## src/rtl/ap_handshake_profiler.sv

```systemverilog
// Profiles ap_ctrl_hs/chain transactions into a latency/interval/stall record FIFO.
// Define PROFILER_STALL_EN to count cycles spent waiting on ap_continue.
module ap_handshake_profiler #(
    parameter int CNT_W      = 32,
    parameter int ID_W       = 8,
    parameter int FIFO_DEPTH = 4
) (
    input  logic             ap_clk,
    input  logic             ap_rst_n,
    input  logic             ap_start,
    input  logic             ap_ready,
    input  logic             ap_done,
    input  logic             ap_continue,
    input  logic             finish,
    output logic             rec_valid,
    input  logic             rec_ready,
    output logic [ID_W-1:0]  rec_id,
    output logic [CNT_W-1:0] rec_latency,
    output logic [CNT_W-1:0] rec_interval,
    output logic [CNT_W-1:0] rec_stall,
    output logic             rec_incomplete,
    output logic [15:0]      overflow_cnt,
    output logic             drained
);

    localparam logic [2:0] IDLE      = 3'd0;
    localparam logic [2:0] RUN       = 3'd1;
    localparam logic [2:0] WAIT_CONT = 3'd2;
    localparam logic [2:0] FLUSH     = 3'd3;
    localparam logic [2:0] DONE      = 3'd4;

    localparam int PW    = $clog2(FIFO_DEPTH);
    localparam int REC_W = ID_W + 3 * CNT_W + 1;

    function automatic logic [CNT_W-1:0] sat_inc(input logic [CNT_W-1:0] v);
        return (&v) ? v : v + 1'b1;
    endfunction

    logic [2:0]       state_q, state_d;
    logic [CNT_W-1:0] lat_q, lat_d;
    logic [CNT_W-1:0] since_q, since_d;
    logic [CNT_W-1:0] intv_q, intv_d;
    logic             seen_q, seen_d;
    logic [ID_W-1:0]  id_q, id_d;
    logic [15:0]      ovf_q, ovf_d;
    logic [PW:0]      wr_q, wr_d;
    logic [PW:0]      rd_q, rd_d;
    logic [REC_W-1:0] mem_q [FIFO_DEPTH];

    logic             push, push_ok, pop, full, empty, rec_inc;
    logic [CNT_W-1:0] stall_rec;
    logic [REC_W-1:0] push_rec, head;

    logic             unused_ready;
    assign unused_ready = ap_ready;

`ifdef PROFILER_STALL_EN
    logic [CNT_W-1:0] stall_q, stall_d;

    always_ff @(posedge ap_clk) begin
        if (!ap_rst_n) stall_q <= '0;
        else           stall_q <= stall_d;
    end

    // The completing WAIT_CONT cycle itself counts as a stall cycle.
    assign stall_rec = (state_q == WAIT_CONT) ? sat_inc(stall_q) : stall_q;
`else
    assign stall_rec = '0;
`endif

    assign empty    = (wr_q == rd_q);
    assign full     = (wr_q[PW] != rd_q[PW]) && (wr_q[PW-1:0] == rd_q[PW-1:0]);
    assign pop      = !empty && rec_ready;
    assign push_ok  = push && (!full || pop);
    assign push_rec = {id_q, sat_inc(lat_q), intv_q, stall_rec, rec_inc};

    always_comb begin
        state_d = state_q;
        lat_d   = lat_q;
        since_d = seen_q ? sat_inc(since_q) : since_q;
        intv_d  = intv_q;
        seen_d  = seen_q;
        id_d    = id_q;
        push    = 1'b0;
        rec_inc = 1'b0;
`ifdef PROFILER_STALL_EN
        stall_d = stall_q;
`endif
        unique case (state_q)
            IDLE: begin
                if (finish) begin
                    state_d = FLUSH;
                end else if (ap_start) begin
                    state_d = RUN;
                    lat_d   = {{(CNT_W-1){1'b0}}, 1'b1};
                    since_d = {{(CNT_W-1){1'b0}}, 1'b1};
                    intv_d  = seen_q ? since_q : '0;
                    seen_d  = 1'b1;
`ifdef PROFILER_STALL_EN
                    stall_d = '0;
`endif
                end
            end
            RUN: begin
                lat_d = sat_inc(lat_q);
                if (finish) begin
                    push    = 1'b1;
                    rec_inc = 1'b1;
                    state_d = FLUSH;
                end else if (ap_done) begin
                    push    = ap_continue;
                    state_d = ap_continue ? IDLE : WAIT_CONT;
                end
            end
            WAIT_CONT: begin
                lat_d = sat_inc(lat_q);
`ifdef PROFILER_STALL_EN
                stall_d = sat_inc(stall_q);
`endif
                if (finish) begin
                    push    = 1'b1;
                    rec_inc = 1'b1;
                    state_d = FLUSH;
                end else if (ap_continue) begin
                    push    = 1'b1;
                    state_d = IDLE;
                end
            end
            FLUSH: begin
                if (empty) state_d = DONE;
            end
            DONE: begin
                state_d = DONE;
            end
            default: begin
                state_d = IDLE;
            end
        endcase
        if (push) id_d = id_q + 1'b1;
    end

    always_comb begin
        wr_d  = push_ok ? wr_q + 1'b1 : wr_q;
        rd_d  = pop ? rd_q + 1'b1 : rd_q;
        ovf_d = ovf_q;
        if (push && !push_ok && ovf_q != 16'hFFFF) ovf_d = ovf_q + 16'd1;
    end

    always_ff @(posedge ap_clk) begin
        if (!ap_rst_n) begin
            state_q <= IDLE;
            lat_q   <= '0;
            since_q <= '0;
            intv_q  <= '0;
            seen_q  <= 1'b0;
            id_q    <= '0;
            ovf_q   <= '0;
            wr_q    <= '0;
            rd_q    <= '0;
        end else begin
            state_q <= state_d;
            lat_q   <= lat_d;
            since_q <= since_d;
            intv_q  <= intv_d;
            seen_q  <= seen_d;
            id_q    <= id_d;
            ovf_q   <= ovf_d;
            wr_q    <= wr_d;
            rd_q    <= rd_d;
        end
    end

    always_ff @(posedge ap_clk) begin
        if (push_ok) mem_q[wr_q[PW-1:0]] <= push_rec;
    end

    // Stale storage is masked so data outputs read 0 whenever nothing is queued.
    assign head      = empty ? '0 : mem_q[rd_q[PW-1:0]];
    assign rec_valid = !empty;
    assign {rec_id, rec_latency, rec_interval, rec_stall, rec_incomplete} = head;

    assign overflow_cnt = ovf_q;
    assign drained      = (state_q == DONE);

endmodule

```

## config.mk

```make
export PLATFORM = sky130hd
export DESIGN_NAME = ap_handshake_profiler
export DESIGN_NICKNAME = d
export VERILOG_FILES = /design/src/rtl/ap_handshake_profiler.sv
export SDC_FILE = /design/constraint.sdc
export NUM_CORES = 1
export LEC_CHECK = 0
export CAP_MARGIN = 5
export CELL_PAD_IN_SITES_DETAIL_PLACEMENT = 0
export CELL_PAD_IN_SITES_GLOBAL_PLACEMENT = 1
export CORE_UTILIZATION = 40
export CTS_CLUSTER_DIAMETER = 50
export DETAILED_ROUTE_END_ITERATION = 10
export PLACE_DENSITY_LB_ADDON = 0.1
export SETUP_SLACK_MARGIN = 0.1
export SLEW_MARGIN = 20
export SYNTH_ARGS = -nofsm -noshare
export SYNTH_HDL_FRONTEND = slang
export SYNTH_SLANG_ARGS = --single-unit
```

## constraint.sdc

```tcl
create_clock -name ap_clk -period 4.8 [get_ports ap_clk]
set_clock_uncertainty 0.15 [all_clocks]
set_input_delay 0.48 -clock ap_clk [delete_from_list [all_inputs] [get_ports ap_clk]]
set_output_delay 0.48 -clock ap_clk [all_outputs]
set_load 0.1 [all_outputs]
```

==> flow_metrics.py <==
metrics = {
    "detailed_routing": {
        "vias": 10700,
        "first_pass_iters": 7,
        "via_per_inst": 5.30,
        "initialDrtViolationCount": 432,
        "wl_um": 38700,
        "wire_per_inst_um": 19.1,
        "antenna_left": 0,
        "drc": 0,
    },
    "critical_path": {
        "worstSetupPathType": "reg2out",
        "worstPathCellList": "buf_12, mux4_2, nor2b_1, clkdlybuf4s50_1",
        "worst-path-max-fanout": 28,
        "cp-start-kind": "flip-flop",
        "cp_data_arrival_time_ns": 3.33,
        "cp_slowest_stage_delay_ns": 0.97,
        "cp_data_required_time_ns": 4.17,
        "reg2reg_depth": 5,
        "path_buf_inv": 2,
        "crit_family": "buffers and inverters",
        "crit_slowest_cell": "clkdlybuf4s50_1",
        "cp-end-kind": "output port",
        "critical_path_depth": 4,
    },
    "logic_synthesis": {
        "synth-edff-count": 292,
        "synth_cells": 1292,
        "ys_seq_area_frac": 0.638,
        "synth_seq_cells": 424,
        "ys.flop_type": "edfxtp_1",
        "yosysWarnings": 0,
        "netlist_area_sq_um": 17900,
        "async_flop_share": 0,
        "avgSynthCellArea_sq_um": 13.8,
        "synth.distinct_cells": 64,
    },
    "finish": {
        "syn_to_final_growth_pct": 17.8,
        "fin_cells": 2022,
        "layout.nets": 1405,
        "final_common_cell": "edfxtp_1",
        "layout_common_cells": "edfxtp_1 (292), dfxtp_1 (130), clkdlybuf4s50_1 (85)",
        "drive_above_1_share": 0.146,
    },
    "floorplan": {
        "rows": 77,
        "die_w_um": 213,
        "die_area_sq_um": 45600,
        "start_util": 0.405,
        "num_io_pins": 131,
        "coreArea_sq_um": 44100,
        "fp.dieH_um": 213,
    },
    "min_path": {
        "hold_path_depth": 1,
        "hold_path_class": "reg2reg",
    },
    "power_and_ir_drop": {
        "pwr_density_cell_nw_per_um2": 615,
        "p_leak_uw": 0.00708,
        "max-vdd-ir-drop_mv": 0.436,
    },
    "timing": {
        "finalCritPeriodShare": 0.825,
        "max_freq_ghz": 0.253,
        "slew_headroom": 0.306,
        "drv_slew": 0,
        "hold_viol_final": 0,
        "worst_pin_slew_ns": 1.04,
        "finalSetupViolations": 0,
        "tns_ns": 0,
        "fin_crit_ns": 3.96,
        "rsz0062_at_grt": "false",
    },
    "cts": {
        "cts_resized": 0,
        "hold_buffers": 0,
        "cts_root_buf": "clkbuf_16",
        "htreeDepth": 2,
        "numClockSinks": 424,
        "cts_tree": "yes",
        "numCtsBuffers": 50,
        "clk_pin_slew_worst_paths_ns": 0.06,
        "clk_latency_ns": 0.57,
        "cts_setup_buffers": 0,
        "clock_path_buffers": 3,
    },
    "grt": {
        "antenna_found_initial": 1,
        "grt_pass1_vias": 10700,
        "grt_overflow": 0,
        "grtUsageTotal": 0.175,
        "grt_max_degree": 74,
        "grt_pass1_wl_um": 61200,
    },
    "placement": {
        "dp_cells": 1928,
        "portBuffers": 97,
        "gp_congestion": 0.790,
        "dp_hpwl_um": 23400,
    },
    "status": {
        "status": "finished clean",
    },
    "job": {
        "maxCapViolCount": 0,
    },
}
-- cell type report --
class | instances | area [sq um]
Fill cell | 3991 | 23000
Sequential cell | 424 | 11400
Multi-Input combinational cell | 777 | 6070
Clock buffer | 71 | 1400
Timing Repair Buffer | 119 | 1220
Tap cell | 592 | 741
Clock inverter | 22 | 169
Inverter | 16 | 60.1
Antenna cell | 1 | 2.50
-- where the power goes --
part	total (uW)	switching [uW]	internal, uW	leakage (uW)
registers	4350	161	4190	0.00402
clock network	3570	1470	2100	0.000763
logic	5030	3730	1310	0.00229
total	13000	5360	7600	0.00708
-- cell families (layout without fill, tap and decap cells) --
logic type | after synthesis | count (layout) | share of synthesized area
adder cells (fa/ha/maj) | 9 | 9 | 0.00629
other | 1 | 33 | 0.000210
multiplexers | 78 | 78 | 0.0947
XOR/XNOR | 58 | 58 | 0.0284
AO/OA/AOI/OAI | 177 | 177 | 0.0703
flip-flops | 424 | 424 | 0.638
AND/OR/NAND/NOR | 423 | 423 | 0.129
buffers and inverters | 122 | 228 | 0.0331
-- worst paths after layout --
path | from | endpoint | slack [ns]
max | flip-flop | rec_latency[7] | 0.84
min | lat_q[12] | lat_q[12] | 0.33
max reg2reg | lat_q[2] | mem_q[2][37] | 1.50
min reg2reg | lat_q[12] | lat_q[12] | 0.33
-- synth_stat cells, drive strengths merged (35+ instances only) --
| master | instances | share of area |
|---|---|---|
| a21oi | 39 | 0.011 |
| mux4 | 73 | 0.092 |
| a22o | 35 | 0.017 |
| nor2 | 69 | 0.014 |
| xnor2 | 35 | 0.017 |
| edfxtp | 292 | 0.49 |
| nand3 | 40 | 0.011 |
| dfxtp | 132 | 0.15 |
| clkbuf | 59 | 0.012 |
| buf | 47 | 0.017 |
| nand2 | 70 | 0.015 |
| nand4 | 40 | 0.014 |
| nor2b | 76 | 0.027 |
-- worst register-to-register path, cell delays in order (launching register included) --
cell and delay (ns):
dfxtp_1 0.50, nand4_1 0.38, or4_1 0.76, o31ai_2 0.70
nor2_1 0.15, xor2_1 0.42
-- metal layers --
metal	GRT usage	share of wire
met1	0.228	0.45
met2	0.297	0.50
met3	0.0252	0.030
met4	0.0621	0.026
met5	0	0
-- per-stage QoR --
stage | instance area, sq um | hold WS [ns] | utilization | setup slack [ns] | total power, uW
CTS | 21100 | 0.330 | 0.478 | 0.707 | 13200
floorplan | 18000 | 0.285 | - | 0.961 | 8330
global route | 21100 | 0.340 | 0.478 | 0.655 | 13500
global placement | 19500 | 0.308 | 0.442 | 1.35 | 9530
detailed placement | 19500 | 0.319 | 0.442 | 1.34 | 9550
finish | 21100 | 0.331 | 0.478 | 0.842 | 13000
-- registers in the layout (all words and copies together), names as in the netlist, named ones only --
name and cells:
wr_q 3, overflow_cnt 16, mem_q 292, id_q 8, rd_q 3, seen_q 1
since_q 32, state_q 3, intv_q 32, lat_q 32
Note: power is estimated with default switching activity, not from simulation.
